<file path="src/rtl/delta_pkg.sv">
// Shared types and constants for the delta encoder: FSM encoding, the
// end-of-vector index sentinel and the output word field layout.
package delta_pkg;

  typedef enum logic [1:0] {
    DE_IDLE = 2'd0,
    DE_SCAN = 2'd1,
    DE_EOV  = 2'd2
  } de_state_e;

  // Output word is {index, delta}; the delta occupies the low ACT_BW bits.
  localparam int DELTA_LSB = 0;

  function automatic int idx_lsb(input int act_bw);
    return act_bw;
  endfunction

  // All-ones index of the requested width (up to 32 bits).
  function automatic logic [31:0] eov_idx(input int nzi_bw);
    return 32'hFFFF_FFFF >> (32 - nzi_bw);
  endfunction

endpackage

</file>
<file path="src/rtl/delta_lane_cmp.sv">
// Single-lane delta: saturated signed difference against the stored value,
// plus a fire flag when the magnitude reaches the threshold.
module delta_lane_cmp #(
  parameter int ACT_BW = 8
) (
  input  logic [ACT_BW-1:0] x,
  input  logic [ACT_BW-1:0] prev,
  input  logic [ACT_BW-1:0] th,
  output logic [ACT_BW-1:0] delta,
  output logic              fire
);

  logic [ACT_BW:0] diff;
  logic [ACT_BW:0] mag;

  always_comb begin
    diff = {x[ACT_BW-1], x} - {prev[ACT_BW-1], prev};
    // Top two bits disagree only when the difference left the ACT_BW range.
    if (diff[ACT_BW] != diff[ACT_BW-1])
      delta = diff[ACT_BW] ? {1'b1, {(ACT_BW-1){1'b0}}} : {1'b0, {(ACT_BW-1){1'b1}}};
    else
      delta = diff[ACT_BW-1:0];
    mag  = delta[ACT_BW-1] ? (~{1'b1, delta} + 1'b1) : {1'b0, delta};
    fire = mag >= {1'b0, th};
  end

endmodule

</file>
<file path="src/rtl/delta_encoder.sv">
// Delta encoder: scans each accepted beat one lane per cycle, emitting
// (index, delta) words for elements whose change reaches the threshold.
module delta_encoder
  import delta_pkg::*;
#(
  parameter int NUM_PE  = 8,
  parameter int ACT_BW  = 8,
  parameter int NZI_BW  = 16,
  parameter int VEC_LEN = 64
) (
  input  logic                     s_axi_aclk,
  input  logic                     s_axi_areset,
  input  logic                     s_axis_tvalid,
  output logic                     s_axis_tready,
  input  logic [NUM_PE*ACT_BW-1:0] s_axis_tdata,
  input  logic                     s_axis_tlast,
  input  logic [ACT_BW-1:0]        th,
  output logic                     m_axis_tvalid,
  input  logic                     m_axis_tready,
  output logic [NZI_BW+ACT_BW-1:0] m_axis_tdata,
  output logic                     m_axis_tlast,
  output logic                     err_len
);

  localparam int LW = (NUM_PE > 1) ? $clog2(NUM_PE) : 1;
  localparam int IW = (VEC_LEN > 1) ? $clog2(VEC_LEN) : 1;
  localparam logic [NZI_BW-1:0] EOV_IDX = NZI_BW'(eov_idx(NZI_BW));
  localparam logic [NZI_BW-1:0] STEP    = NZI_BW'(NUM_PE);
  localparam logic [NZI_BW-1:0] LEN     = NZI_BW'(VEC_LEN);

  de_state_e state, state_nxt;

  logic [NUM_PE*ACT_BW-1:0] data_r;
  logic                     last_r;
  logic [ACT_BW-1:0]        th_r;
  logic [LW-1:0]            lane;
  logic [NZI_BW-1:0]        elem_cnt;
  logic [NZI_BW-1:0]        idx;
  logic [ACT_BW-1:0]        prev_mem [VEC_LEN];

  logic [ACT_BW-1:0] x_sel, prev_sel, delta;
  logic              fire, accept, step, lane_last, vec_done;

  assign idx       = elem_cnt + NZI_BW'(lane);
  assign x_sel     = data_r[lane*ACT_BW +: ACT_BW];
  assign prev_sel  = prev_mem[idx[IW-1:0]];
  assign lane_last = (lane == LW'(NUM_PE - 1));
  assign vec_done  = ((elem_cnt + STEP) == LEN);

  delta_lane_cmp #(.ACT_BW(ACT_BW)) u_cmp (
    .x     (x_sel),
    .prev  (prev_sel),
    .th    (th_r),
    .delta (delta),
    .fire  (fire)
  );

  assign s_axis_tready = (state == DE_IDLE) & ~s_axi_areset;
  assign accept        = s_axis_tvalid & s_axis_tready;
  // A suppressed lane advances at once; a firing lane waits for its handshake.
  assign step          = (state == DE_SCAN) & (~fire | m_axis_tready);

  always_comb begin
    state_nxt     = state;
    m_axis_tvalid = 1'b0;
    m_axis_tdata  = '0;
    m_axis_tlast  = 1'b0;
    case (state)
      DE_IDLE: if (accept) state_nxt = DE_SCAN;
      DE_SCAN: begin
        if (fire) begin
          m_axis_tvalid = 1'b1;
          m_axis_tdata  = {idx, delta};
        end
        if (step && lane_last) state_nxt = vec_done ? DE_EOV : DE_IDLE;
      end
      DE_EOV: begin
        m_axis_tvalid = 1'b1;
        m_axis_tdata  = {EOV_IDX, ACT_BW'(0)};
        m_axis_tlast  = 1'b1;
        if (m_axis_tready) state_nxt = DE_IDLE;
      end
      default: state_nxt = DE_IDLE;
    endcase
  end

  always_ff @(posedge s_axi_aclk or posedge s_axi_areset) begin
    if (s_axi_areset) begin
      state    <= DE_IDLE;
      data_r   <= '0;
      last_r   <= 1'b0;
      th_r     <= '0;
      lane     <= '0;
      elem_cnt <= '0;
      err_len  <= 1'b0;
      for (int i = 0; i < VEC_LEN; i++) prev_mem[i] <= '0;
    end else begin
      state <= state_nxt;
      if (accept) begin
        data_r <= s_axis_tdata;
        last_r <= s_axis_tlast;
        th_r   <= th;
        lane   <= '0;
        // Early tlast is visible as soon as the beat is taken.
        if (s_axis_tlast && !vec_done) err_len <= 1'b1;
      end
      if (step) begin
        if (fire) prev_mem[idx[IW-1:0]] <= x_sel;
        lane <= lane + LW'(1);
        if (lane_last) begin
          elem_cnt <= vec_done ? '0 : elem_cnt + STEP;
          if (vec_done && !last_r) err_len <= 1'b1;
        end
      end
    end
  end

endmodule
</file>
<file path="config.mk">
export PLATFORM = sky130hd
export DESIGN_NAME = delta_encoder
export DESIGN_NICKNAME = d
export VERILOG_FILES = /design/src/rtl/delta_pkg.sv /design/src/rtl/delta_lane_cmp.sv /design/src/rtl/delta_encoder.sv
export SDC_FILE = /design/constraint.sdc
export NUM_CORES = 1
export LEC_CHECK = 0
export BUFFER_PORTS_ARGS = -buffer_cell sky130_fd_sc_hd__buf_2
export CELL_PAD_IN_SITES_DETAIL_PLACEMENT = 1
export CELL_PAD_IN_SITES_GLOBAL_PLACEMENT = 2
export CORE_AREA = 2 2 195 388
export CTS_CLUSTER_DIAMETER = 30
export CTS_CLUSTER_SIZE = 20
export DETAILED_ROUTE_END_ITERATION = 7
export DIE_AREA = 0 0 197 390
export PLACE_DENSITY = 0.85
export SYNTH_ARGS = -nofsm -noshare
export SYNTH_HDL_FRONTEND = slang
export SYNTH_SLANG_ARGS = --single-unit
</file>
<file path="constraint.sdc">
create_clock -name s_axi_aclk -period 19.6 [get_ports s_axi_aclk]
set_input_delay 2.94 -clock s_axi_aclk [delete_from_list [all_inputs] [get_ports s_axi_aclk]]
set_output_delay 2.94 -clock s_axi_aclk [all_outputs]
set_load 0.005 [all_outputs]
</file>
[Yosys cells after proc, flatten, opt, wreduce, memory -nomap -nowiden]
Cells that the tools add are included.
Operators by class
  add/sub/neg operators: 5
  order comparisons: 3
  equal/unequal tests: 8
  shift-type cells: 1
  mux-type cells: 27
  bitwise gates (word level): 8
  reduce and logical (&&, ||, !) cells: 11
Operator list (count)
  512-bit bitwise mux: 1
  64-bit by 7-bit indexed part select with 8-bit output: 1
  8-bit binary-select mux with 6-bit select: 1
  8-bit demux with 6-bit select: 1
  24-bit case mux with 2 select lines: 1
  8-bit 2-to-1 mux: 5
  24-bit 2-to-1 mux: 1
  16-bit by 3-bit adder with 16-bit output: 1
  16-bit by 4-bit adder with 16-bit output, second input constant: 1
  16-bit by 7-bit == test with 1-bit output, second input constant: 1
  16-bit 2-to-1 mux: 1
  9-bit by 1-bit adder with 9-bit output, second input constant: 1
  9-bit by 8-bit >= comparator with 1-bit output: 1
  9-bit 2-to-1 mux: 1
  9-bit inverter: 1
  8-bit by 8-bit subtractor with 9-bit output: 1
  2-bit 2-to-1 mux: 4
  7-bit >= comparator, second input constant: 1
  7-bit by 1-bit < comparator with 1-bit output, second input constant: 1
  1-bit 2-to-1 mux: 7
  6-bit inverter with 7-bit output: 1
  3-bit 2-to-1 mux: 2
  2-bit case mux with 3 select lines: 1
  1-bit logical AND: 4
  other kinds (16): 22
Storage, ports and cells
  register bits after elaboration: 607
  input bits: 77
  output and inout bits: 28
  logic and storage cells: 134

[Longest topological paths before layout]
  depth in word-level cells: 18
  mapped depth: 36
  mapped depth without buffers: 28

[Modules after synthesis]
From an unflattened synthesis, not the netlist that was laid out.
Unflattened totals
  cell total of the unflattened synthesis: 2961
  area, all modules: 28312.2 um2
Modules (own cells, without submodules)
  delta_encoder: times used 1, cells each 2827, area each 27390.0 um2, seq. area each 15114.5 um2
  delta_lane_cmp: times used 1, cells each 134, area each 922.1 um2, seq. area each 0.0 um2

[Worst setup path before layout]
Ideal clock, no wire load.
  path type: register to output
  start: reg lane[0]
  end: out m_axis_tdata[0]
  data arrival time: 6.957 ns
  data required time: 16.660 ns
  path slack: 9.703 ns
  cell stages (with the launch flop): 37
  path buffers: 9
  cell sequence: dfrtp_1 buf_4 buf_6 buf_6 buf_2 buf_2 o221ai_1 a222oi_1 nor2_1 a211oi_1 nand4_1 ha_1 nor2b_1 o31a_1 o21ai_0 nand2_1 a221oi_1 xnor2_1 ha_1 clkbuf_1 nand4_1 o21ai_0 ha_1 o21ai_0 or4_1 o21ai_0 xor2_1 ha_1 and3_1 a221oi_2 o31ai_1 and2_1 buf_2 buf_6 buf_4 nand2_1 nor2_1
Between the ends
  word-level cells in the longest chain between the ends: 14
  elaborated cells on any way between the ends: 16
  classes of those cells: add/sub: 3; order compare: 1; eq/ne: 1; shift: 1; mux: 8; bitwise: 2
Ends and longest elaborated chain
  from (decl): RTL line delta_encoder.sv:36  | logic [LW-1:0] lane;
  from (signal assigned): RTL line delta_encoder.sv:109  | lane <= lane + LW'(1);
  16-bit by 3-bit adder with 16-bit output: RTL line delta_encoder.sv:44  | assign idx = elem_cnt + NZI_BW'(lane);
  6-bit inverter with 7-bit output (implied by the code): RTL line delta_encoder.sv:46  | assign prev_sel = prev_mem[idx[IW-1:0]];
  8-bit binary-select mux with 6-bit select: RTL line delta_encoder.sv:46
  8-bit 2-to-1 mux (implied by the code) (2 in series): RTL line delta_encoder.sv:46
  8-bit by 8-bit subtractor with 9-bit output (*): RTL line delta_lane_cmp.sv:17  | diff = {x[ACT_BW-1], x} - {prev[ACT_BW-1], prev};
  8-bit 2-to-1 mux / 1-bit inequality test (equally long branches): RTL line delta_lane_cmp.sv:20, delta_lane_cmp.sv:19
  8-bit 2-to-1 mux (*): RTL line delta_lane_cmp.sv:19  | if (diff[ACT_BW] != diff[ACT_BW-1])
  9-bit inverter: RTL line delta_lane_cmp.sv:23  | mag = delta[ACT_BW-1] ? (~{1'b1, delta} + 1'b1) : {1'b0, delta};
  9-bit by 1-bit adder with 9-bit output: RTL line delta_lane_cmp.sv:23
  9-bit 2-to-1 mux: RTL line delta_lane_cmp.sv:23
  9-bit by 8-bit >= comparator with 1-bit output: RTL line delta_lane_cmp.sv:24  | fire = mag >= {1'b0, th};
  24-bit 2-to-1 mux (*): RTL line delta_encoder.sv:71  | if (fire) begin
  24-bit case mux with 2 select lines (*): RTL line delta_encoder.sv:68  | case (state)
  to (decl): RTL line delta_encoder.sv:20  | output logic [NZI_BW+ACT_BW-1:0] m_axis_tdata,
Mark *: on every way between the ends. The rest lies on a longest branch, timed or not. The select of a mux whose other input is x is not followed.

[Worst setup path after layout]
  start: reg lane[0]
  end: out m_axis_tdata[9]
Between the ends
  word-level cells in the longest chain between the ends: 14
  elaborated cells on any way between the ends: 16
  classes of those cells: add/sub: 3; order compare: 1; eq/ne: 1; shift: 1; mux: 8; bitwise: 2
Ends and longest elaborated chain (RTL line)
  16-bit by 3-bit adder with 16-bit output: delta_encoder.sv:44
  6-bit inverter with 7-bit output (implied by the code): delta_encoder.sv:46
  8-bit binary-select mux with 6-bit select: delta_encoder.sv:46
  8-bit 2-to-1 mux (implied by the code) (2 in series): delta_encoder.sv:46
  8-bit by 8-bit subtractor with 9-bit output: delta_lane_cmp.sv:17
  8-bit 2-to-1 mux / 1-bit inequality test (equally long branches): delta_lane_cmp.sv:20, delta_lane_cmp.sv:19
  8-bit 2-to-1 mux: delta_lane_cmp.sv:19
  9-bit inverter: delta_lane_cmp.sv:23
  9-bit by 1-bit adder with 9-bit output: delta_lane_cmp.sv:23
  9-bit 2-to-1 mux: delta_lane_cmp.sv:23
  9-bit by 8-bit >= comparator with 1-bit output: delta_lane_cmp.sv:24
  24-bit 2-to-1 mux (*): delta_encoder.sv:71
  24-bit case mux with 2 select lines (*): delta_encoder.sv:68
Marks and branches as above.

==> flow_summary.ini <==
[sta]
setup_viol = 0
rsz0062_at_grt = false
timing_hold_violations_final = 0
finalMaxSlewViolations = 0
setup_ws_ps = 6720
fin_skew_ps = 29.1
fin_crit_sh_pct = 65.7
fin_crit_ps = 12880
worst_pin_slew_ps = 1070
tns_ps = 0
slew_headroom_pct = 28.9
fmax_mhz = 77.7

[pwr]
p_leak_nw = 16.4
finalPower_mw = 6.23
switching_share_pct = 45.7
ir_worst_vdd_v = 0.000382
seqPwrFrac_pct = 24.8
p_per_area_nw_per_um2 = 186
intPower_mw = 3.39
power_frac_clock_pct = 25.7
comb_power_share_pct = 49.5
switchingPower_mw = 2.85

[layout]
synthToLayoutAreaGrowth_pct = 14.6
num-fill-cells = 7490
final_util_pct = 45.5
mostFrequentLayoutCells = dfrtp_1 (601), mux2_2 (545), nand2_1 (264)
final_cell_count_no_fill = 3359
drive_gt1_share_pct = 40.3
fin_nets = 2465
diodes = 0
final_common_cell = dfrtp_1

[worst_hold_path]
hp-class = register to register

[floorplan]
die-area_um2 = 76800
fp-row-count = 141
core_um2 = 73700
die_width_um = 197
die_y_um = 390
pin_count = 105
floorplan.initialDensity_pct = 39.7

[place]
dpl.cell_count = 3207
pre_cts_ws_ps = 7530
port_buffers = 104
post-dp-hpwl_um = 62800
place_congestion = 0.929

[routing]
ant_nets = 0
wirelength_um = 95500
wl_per_cell_um = 28.4
drtPass1Iterations = 5
drtIter0Drc = 1372
vias = 20200
via_per_inst = 6.00
drcViolationCount = 0

[global_routing]
grt_usage_pct = 25.3
grt_pass1_wl_um = 145000
grt_pass1_vias = 22400
use_met1_pct = 27.4
grt_use_met3_pct = 3.89
grtUsageMet2_pct = 44.3
antenna_found_initial = 0
grt_overflow = 0
grt.busiest_layer = met2
grt_start_max_net_pins = 178

[worst_setup_path]
worstSetupPathType = register to output port
critPathCaptureType = output port
cp_num_buf_inv = 3
startpoint_type = register
worst_path_largest_cell_delay_ps = 850
cp_slowest_cell = dfrtp_4
arrival_ps = 9940
required_ps = 16660
crit_family = compound AO/OA/AOI/OAI gates
crit_top_cell = o21ai_0
crit_fanout = 101

[clock_network]
post_cts_buffers = 0
clk_latency_ps = 670
cts_tree = done
cts.hold.buffers_added = 0
cts-resized-gates = 0
numCtsBuffers = 82
cts_sinks = 604
clk_pin_slew_ps = 50
cts_buffer_depth = 3
h-tree-depth = 3
root_buffer = clkbuf_16

[yosys]
syn_area_um2 = 29300
yosys.cell_types.count = 76
synth_cells = 2308
yosysSeqAreaShare_pct = 51.6
synth-edff-count = 0
yosysWarnings = 0
ys_ff_latch = 604
synth_nets = 2411
ys.flop_type = dfrtp_1
async_flop_share_pct = 100
syn_area_per_cell_um2 = 12.7

[outcome]
status = finished clean

[flow_run]
maxCapViolCount = 0
[power groups by stage]
stage          Clock (mW)  Sequential (mW)  Combinational, mW
2_1_floorplan           0             1.49               2.21
3_3_place_gp            0             1.55               2.97
3_5_place_dp            0             1.57               3.06
4_1_cts              1.63             1.55               3.08
5_1_grt              1.68             1.57               3.35
6_report             1.60             1.55               3.08
[registers in the layout (all words and copies together) (netlist names)]
| signal | cells |
|---|---|
| prev_mem | 512 |
| state | 2 |
| err_len | 1 |
| data_r | 64 |
| th_r | 8 |
| last_r | 1 |
| lane | 3 |
| elem_cnt | 13 |
[metrics by stage]
step	instance area [um2]	hold WS, ps
after detailed placement	30600	457
after CTS	33600	464
final	33600	461
after global routing	33600	495
after floorplan	29300	435
after global placement	30600	447
[cell type report]
| cell class | instances | area (um2) | area share (%) |
|---|---|---|---|
| multi-input cells | 1502 | 13300 | 39.7 |
| clock inverters | 54 | 701 | 2.09 |
| repair buffers | 148 | 888 | 2.65 |
| flip-flops and latches | 604 | 15100 | 45.1 |
| inverters | 24 | 93.8 | 0.280 |
| well taps | 929 | 1160 | 3.46 |
| clock buffers | 98 | 2250 | 6.72 |
[cell usage after synthesis (16+ instances only)]
cell,count,share of area [%]
a21o_1,19,0.49
a21oi_1,31,0.53
a221oi_1,40,1.2
a22oi_1,22,0.56
buf_2,52,0.89
clkbuf_1,95,1.2
dfrtp_1,604,52
ha_1,25,1.1
inv_1,23,0.29
mux2_2,545,21
mux2i_1,64,2.2
mux4_2,62,4.8
nand2_1,265,3.4
nand3_1,35,0.60
nand3_2,36,1.2
nor2_1,57,0.73
o21ai_0,57,0.97
o221ai_1,16,0.48
o22ai_1,35,0.75
[routing by layer]
metal	share of wire, %	vias to the layer above
met3	4.6	322
met4	8.3	0
li1	-	8561
met5	0	-
met2	51	684
met1	36	10600
[logic make-up after synthesis]
group / Yosys count / share of synthesized area (%)
AND/OR/NAND/NOR: 491 / 8.39
adder cells (fa/ha/maj): 26 / 1.14
flip-flops: 604 / 51.6
AO/OA/AOI/OAI: 288 / 6.94
multiplexers: 678 / 28.2
buffers and inverters: 202 / 3.15
XOR/XNOR: 19 / 0.568
[worst paths after layout]
| kind | from | to | slack [ps] | cells after the start |
|---|---|---|---|---|
| max | lane[0]$_DFFE_PP0P_ | m_axis_tdata[9] | 6720 | 27 |
| min | last_r$_DFFE_PP0P_ | err_len$_DFF_PP0_ | 460 | 1 |
| max in group asynchronous | s_axi_areset | prev_mem[11]$_DFFE_PP0P_ | 13880 | 5 |
| min reg2reg | last_r$_DFFE_PP0P_ | err_len$_DFF_PP0_ | 460 | 1 |
| max reg2reg | lane[0]$_DFFE_PP0P_ | prev_mem[392]$_DFFE_PP0P_ | 8810 | 28 |
| min in group asynchronous | s_axi_areset | state[1]$_DFFE_PP0P_ | 2460 | 2 |
Note: power is estimated with default switching activity, not from simulation.
